$ cat config.mk
export PLATFORM = sky130hd
export DESIGN_NAME = uart_rx_sample_timer_flat
export DESIGN_NICKNAME = d
export VERILOG_FILES = /design/src/rtl/uart_rx_sample_timer_if.sv /design/src/rtl/uart_rx_sample_timer.sv /design/src/flat_wrapper.sv
export SDC_FILE = /design/constraint.sdc
export NUM_CORES = 1
export LEC_CHECK = 0
export BUFFER_PORTS_ARGS = -buffer_cell sky130_fd_sc_hd__buf_2
export CORE_MARGIN = 5
export CORE_UTILIZATION = 30
export CTS_BUF_LIST = sky130_fd_sc_hd__clkbuf_8 sky130_fd_sc_hd__clkbuf_16
export DETAILED_ROUTE_END_ITERATION = 8
export PLACE_DENSITY = 0.57
export REMOVE_ABC_BUFFERS = 1
export SKIP_CTS_REPAIR_TIMING = 1
export SLEW_MARGIN = 20
export SYNTH_ARGS = -nofsm -noshare
export SYNTH_HDL_FRONTEND = slang
export SYNTH_SLANG_ARGS = --single-unit
export TNS_END_PERCENT = 1
$ cat constraint.sdc
create_clock -name CLK -period 2.5 [get_ports CLK]
set_clock_uncertainty 0.1 [all_clocks]
set_input_delay 0.125 -clock CLK [delete_from_list [all_inputs] [get_ports CLK]]
set_output_delay 0.125 -clock CLK [all_outputs]
set_load 0.05 [all_outputs]
$ cat src/rtl/uart_rx_sample_timer_if.sv
// Signal bundle between the UART RX control FSM and its bit/sample timer.
// The control side drives frame setup and the serial line; the timer returns counters and strobes.
interface uart_rx_sample_timer_if #(
    parameter int DATA_W  = 8,
    parameter int PRESC_W = 6
);
    localparam int BCW = $clog2(DATA_W + 4);

    logic               EN;
    logic [PRESC_W-1:0] PRESCALE;
    logic               PAR_EN;
    logic               STOP2;
    logic               RX_IN;
    logic [PRESC_W-1:0] EDG_CNT;
    logic [BCW-1:0]     BIT_CNT;
    logic               SMPL_STB;
    logic               SMPL_BIT;
    logic               BIT_END;
    logic               FRAME_DONE;
    logic               PRESC_ERR;

    modport master (
        output EN, PRESCALE, PAR_EN, STOP2, RX_IN,
        input  EDG_CNT, BIT_CNT, SMPL_STB, SMPL_BIT, BIT_END, FRAME_DONE, PRESC_ERR
    );

    modport slave (
        input  EN, PRESCALE, PAR_EN, STOP2, RX_IN,
        output EDG_CNT, BIT_CNT, SMPL_STB, SMPL_BIT, BIT_END, FRAME_DONE, PRESC_ERR
    );
endinterface

$ cat src/rtl/uart_rx_sample_timer.sv
// Oversampling edge/bit counter and mid-bit sampler for a UART receiver.
// Define UART_RX_SMPL_MAJ3_EN to take a 2-of-3 majority around mid-bit instead of a single sample.
module uart_rx_sample_timer #(
    parameter int DATA_W  = 8,
    parameter int PRESC_W = 6
) (
    input  logic                   CLK,
    input  logic                   RST,
    uart_rx_sample_timer_if.slave  bus
);
    localparam int BCW = $clog2(DATA_W + 4);
    localparam logic [PRESC_W-1:0] P_MIN = PRESC_W'(4);

    logic [PRESC_W-1:0] r_p;
    logic               r_pe;
    logic               r_s2;
    logic               r_presc_err;
    logic [PRESC_W-1:0] r_edg;
    logic [BCW-1:0]     r_bit;
    logic               r_bit_end;
    logic               r_frame_done;
    logic               r_smpl_stb;
    logic               r_smpl_bit;

    logic               w_run;
    logic [BCW-1:0]     w_frame_len;
    logic [PRESC_W-1:0] w_mid;
    logic               w_edg_last;
    logic               w_bit_last;
    logic               w_smpl_now;
    logic               w_smpl_val;

    assign w_run       = bus.EN & ~r_presc_err;
    assign w_frame_len = BCW'(DATA_W + 2) + BCW'(r_pe) + BCW'(r_s2);
    assign w_mid       = r_p >> 1;
    assign w_edg_last  = (r_edg == (r_p - PRESC_W'(1)));
    assign w_bit_last  = (r_bit == (w_frame_len - BCW'(1)));

`ifdef UART_RX_SMPL_MAJ3_EN
    logic r_cap_lo;
    logic r_cap_mid;

    function automatic logic maj3(input logic a, input logic b, input logic c);
        return (a & b) | (a & c) | (b & c);
    endfunction

    // Early and centre captures are pure data; the late one is RX_IN itself on the strobe edge.
    always_ff @(posedge CLK) begin
        if (r_edg == (w_mid - PRESC_W'(1)))
            r_cap_lo <= bus.RX_IN;
        if (r_edg == w_mid)
            r_cap_mid <= bus.RX_IN;
    end

    assign w_smpl_now = (r_edg == (w_mid + PRESC_W'(1)));
    assign w_smpl_val = maj3(r_cap_lo, r_cap_mid, bus.RX_IN);
`else
    assign w_smpl_now = (r_edg == w_mid);
    assign w_smpl_val = bus.RX_IN;
`endif

    // Frame setup is frozen for the whole enabled period so a frame never changes shape mid-flight.
    always_ff @(posedge CLK) begin
        if (RST || !bus.EN) begin
            r_p         <= bus.PRESCALE;
            r_pe        <= bus.PAR_EN;
            r_s2        <= bus.STOP2;
            r_presc_err <= (bus.PRESCALE < P_MIN);
        end
    end

    always_ff @(posedge CLK) begin
        if (RST) begin
            r_edg        <= '0;
            r_bit        <= '0;
            r_bit_end    <= 1'b0;
            r_frame_done <= 1'b0;
            r_smpl_stb   <= 1'b0;
            r_smpl_bit   <= 1'b0;
        end else if (!w_run) begin
            r_edg        <= '0;
            r_bit        <= '0;
            r_bit_end    <= 1'b0;
            r_frame_done <= 1'b0;
            r_smpl_stb   <= 1'b0;
        end else begin
            r_bit_end    <= w_edg_last;
            r_frame_done <= w_edg_last & w_bit_last;
            r_smpl_stb   <= w_smpl_now;
            if (w_smpl_now)
                r_smpl_bit <= w_smpl_val;
            if (w_edg_last) begin
                r_edg <= '0;
                r_bit <= w_bit_last ? '0 : r_bit + BCW'(1);
            end else begin
                r_edg <= r_edg + PRESC_W'(1);
            end
        end
    end

    assign bus.EDG_CNT    = r_edg;
    assign bus.BIT_CNT    = r_bit;
    assign bus.SMPL_STB   = r_smpl_stb;
    assign bus.SMPL_BIT   = r_smpl_bit;
    assign bus.BIT_END    = r_bit_end;
    assign bus.FRAME_DONE = r_frame_done;
    assign bus.PRESC_ERR  = r_presc_err;
endmodule

$ cat src/flat_wrapper.sv
// flat-port wrapper written by rule: the top's interface ports become plain ports
module uart_rx_sample_timer_flat 
#(
    parameter int DATA_W  = 8,
    parameter int PRESC_W = 6
)
  (CLK, RST, bus_EN, bus_PRESCALE, bus_PAR_EN, bus_STOP2, bus_RX_IN, bus_EDG_CNT, bus_BIT_CNT, bus_SMPL_STB, bus_SMPL_BIT, bus_BIT_END, bus_FRAME_DONE, bus_PRESC_ERR);
  uart_rx_sample_timer_if #(.DATA_W(DATA_W), .PRESC_W(PRESC_W)) bus_i ();
  input  logic CLK;
  input  logic RST;
  input wire logic [$bits(bus_i.EN)-1:0] bus_EN;
  input wire logic [$bits(bus_i.PRESCALE)-1:0] bus_PRESCALE;
  input wire logic [$bits(bus_i.PAR_EN)-1:0] bus_PAR_EN;
  input wire logic [$bits(bus_i.STOP2)-1:0] bus_STOP2;
  input wire logic [$bits(bus_i.RX_IN)-1:0] bus_RX_IN;
  output wire logic [$bits(bus_i.EDG_CNT)-1:0] bus_EDG_CNT;
  output wire logic [$bits(bus_i.BIT_CNT)-1:0] bus_BIT_CNT;
  output wire logic [$bits(bus_i.SMPL_STB)-1:0] bus_SMPL_STB;
  output wire logic [$bits(bus_i.SMPL_BIT)-1:0] bus_SMPL_BIT;
  output wire logic [$bits(bus_i.BIT_END)-1:0] bus_BIT_END;
  output wire logic [$bits(bus_i.FRAME_DONE)-1:0] bus_FRAME_DONE;
  output wire logic [$bits(bus_i.PRESC_ERR)-1:0] bus_PRESC_ERR;
  assign bus_i.EN = bus_EN;
  assign bus_i.PRESCALE = bus_PRESCALE;
  assign bus_i.PAR_EN = bus_PAR_EN;
  assign bus_i.STOP2 = bus_STOP2;
  assign bus_i.RX_IN = bus_RX_IN;
  assign bus_EDG_CNT = bus_i.EDG_CNT;
  assign bus_BIT_CNT = bus_i.BIT_CNT;
  assign bus_SMPL_STB = bus_i.SMPL_STB;
  assign bus_SMPL_BIT = bus_i.SMPL_BIT;
  assign bus_BIT_END = bus_i.BIT_END;
  assign bus_FRAME_DONE = bus_i.FRAME_DONE;
  assign bus_PRESC_ERR = bus_i.PRESC_ERR;
  uart_rx_sample_timer #(.DATA_W(DATA_W), .PRESC_W(PRESC_W)) u_core (.CLK(CLK), .RST(RST), .bus(bus_i));
endmodule
==> impl_metrics.ini <==
[run_status]
status = finished, final reports clean

[pwr]
power_density_nw_per_um2 = 527
leakage_nw = 0.637
vdd_drop_max_v = 0.000263

[die]
die_y_um = 70.8
rows = 22
die-area_um2 = 5010
die_w_um = 70.8
core_area_um2 = 3610
io_pins = 27
initial_core_util = 0.307

[global_route]
antenna_found_initial = 0
grt_pass1_wl_um = 4050
grt_pass1_vias = 846
overflow = 0
grt_max_degree = 13
grt_usage = 0.100

[yosys]
netlist_top_cells_area = dfxtp_1, edfxtp_1, xor2_1, ha_1, nor3_1
async_flop_share = 0
synth-compound-area-share = 0.0836
synthFlopType = dfxtp_1
synth_area_per_cell_um2 = 10.6
synth_xor_area_frac = 0.134
synth_cell_types = 34
synth_edf_count = 9
ys_seq_area_frac = 0.497
yosys_warnings = 0
ys_ff_latch = 23
synth_fa_ha_area_frac = 0.0452
syn_area_um2 = 1110
synth_area_leader_cell = dfxtp_1
synth_cells = 104
synth_top_area_frac = 0.253
synth_top_family_by_area = simple AND/OR/NAND/NOR gates
synthMuxAreaShare = 0.0181
synth_simple_gate_area_share = 0.198

[critical_path]
r2r.worst_path.cells = 7
crit_required_ns = 2.59
crit_arrival_ns = 2.43
path_class = reg -> reg
endpoint_kind = flop
crit_chain = inv_1 -> ha_1 -> or3b_1 -> a211oi_2 -> o211ai_2 -> or4_1 -> a21oi_1
crit_path_start_kind = flop
crit_cells = 7
crit_path_max_incr_delay_ns = 0.50
path_buf_inv = 1
cpMaxStageDelayCell = or4_1
crit_path_max_fanout = 7
crit_family = simple AND/OR/NAND/NOR gates

[worst_hold_path]
hp-class = in -> reg
hold_path_depth = 3

[sta]
period_share = 0.933
slew_headroom = 0.678
rsz0062_at_grt = false
setup_violations = 0
timing.final.crit_period_ns = 2.33
postLayoutSetupSlackWorst_ns = 0.167
tightestPinTransition_ns = 0.483
fin_setup_tns_ns = 0
hold_viol_final = 0
finalMaxSlewViolations = 0
fmax_mhz = 429

[run]
maxCapViolations = 0

[layout]
fillCellCount = 361
final_cell_area_um2 = 1430
antennaDiodeCount = 0
multi_input_area_um2 = 531
drive_above_1_share = 0.241
syn2layout_area_growth_pct = 28.7
final_nets = 158
seq_area_um2 = 551

[cts]
clock_path_buffers = 2
cts_made_buffers = 3
clk_latency_ns = 0.26
cts_tree = built
path_clk_slew_ns = 0.08
htreeDepth = 1
cts-root-buf = clkbuf_8
numClockSinks = 23

[placed_design]
place_congestion = 0.821
placement.io_buffers = 26
dp_hpwl_um = 1900
post-place-ws_ns = 0.169
placed_cell_area_um2 = 1290

[drt]
vias = 886
via_per_inst = 4.69
drt_iter0_markers = 48
avgRoutedWirePerCell_um = 13.0
detail-route-antenna-nets = 0
drt-total-wl_um = 2450
dr.pass1.iters = 4
drc_errors = 0
worst paths after layout:
path / from / endpoint / slack (ns)
min: bus_RX_IN / u_core.bus.SMPL_BIT / 0.02
max reg2reg: u_core.r_p[1] / u_core.bus.BIT_CNT[3] / 0.17
max: u_core.r_p[1] / u_core.bus.BIT_CNT[3] / 0.17
min reg2reg: u_core.bus.BIT_CNT[3] / u_core.bus.BIT_CNT[3] / 0.41
tightest hold or removal path, delay by kind of cell:
family        cells  cell delay (ns)
simple gates      1             0.09
buf+inv           1             0.08
mux               1             0.05
flip-flops by register name, summed over array words and instances (netlist names):
signal	count
u_core.r_pe	1
u_core.r_p	6
u_core.bus.SMPL_STB	1
u_core.bus.PRESC_ERR	1
u_core.bus.BIT_CNT	4
u_core.bus.FRAME_DONE	1
u_core.r_s2	1
u_core.bus.BIT_END	1
u_core.bus.SMPL_BIT	1
u_core.bus.EDG_CNT	6
synth_stat cells, types with 2 or more instances:
master / n
xor2_1: 12
dfxtp_1: 14
nand3_1: 5
a21oi_1: 3
nor3_1: 9
ha_1: 4
inv_1: 5
mux2i_1: 2
nor4_1: 3
and3_1: 3
nor2_1: 6
edfxtp_1: 9
nand2b_1: 2
xnor2_1: 5
nand2_1: 3
stage by stage:
stage / hold slack, ns / util / instances / total power, mW
5_1_grt: 0.0610 / 0.395 / 189 / 0.790
4_1_cts: -0.0681 / 0.370 / 180 / 0.747
3_3_place_gp: 0.202 / 0.358 / 176 / 0.523
6_report: 0.0228 / 0.395 / 189 / 0.751
3_5_place_dp: 0.205 / 0.358 / 176 / 0.526
2_1_floorplan: 0.0974 / - / 102 / 0.497
layout make-up:
type | count | area share
tap | 48 | 0.0421
clock inverter | 1 | 0.00263
sequential | 23 | 0.386
inverter | 5 | 0.0132
multi-input combinational | 74 | 0.372
clock buffer | 3 | 0.0290
timing repair buffer | 35 | 0.155
logic make-up after synthesis:
| kind of cell | count (synthesis) |
|---|---|
| simple gates | 40 |
| xor+xnor | 17 |
| mux | 2 |
| flops | 23 |
| fa+ha+maj | 4 |
| compound gates | 11 |
| buf+inv | 7 |
report_power, final:
| part | internal, mW | switching [mW] |
|---|---|---|
| registers | 0.406 | 0.0168 |
| clock network | 0.109 | 0.113 |
| logic | 0.0472 | 0.0583 |
per-layer routing:
metal  track usage  up-vias  wire (um)
met5             0        -          0
met4        0.0418        0         35
met3        0.0227        2         96
met2         0.169       17       1260
met1         0.123      417       1050
li1              -      450          -
cells in the final DEF, fill, tap and decap left out, drive strengths merged, types with 2 or more instances in the layout:
| cell type | netlist | routed |
|---|---|---|
| nor3 | 9 | 9 |
| nand2 | 3 | 3 |
| clkbuf | 1 | 3 |
| xor2 | 12 | 12 |
| dlygate4sd3 | 0 | 9 |
| edfxtp | 9 | 9 |
| nand2b | 2 | 2 |
| and3 | 3 | 3 |
| nor2 | 7 | 7 |
| nor4 | 3 | 3 |
| buf | 1 | 26 |
| xnor2 | 5 | 5 |
| dfxtp | 14 | 14 |
| ha | 4 | 4 |
| a21oi | 3 | 3 |
| mux2i | 2 | 2 |
| inv | 5 | 6 |
| nand3 | 5 | 5 |
No activity file was read; power rests on OpenSTA's default activity.
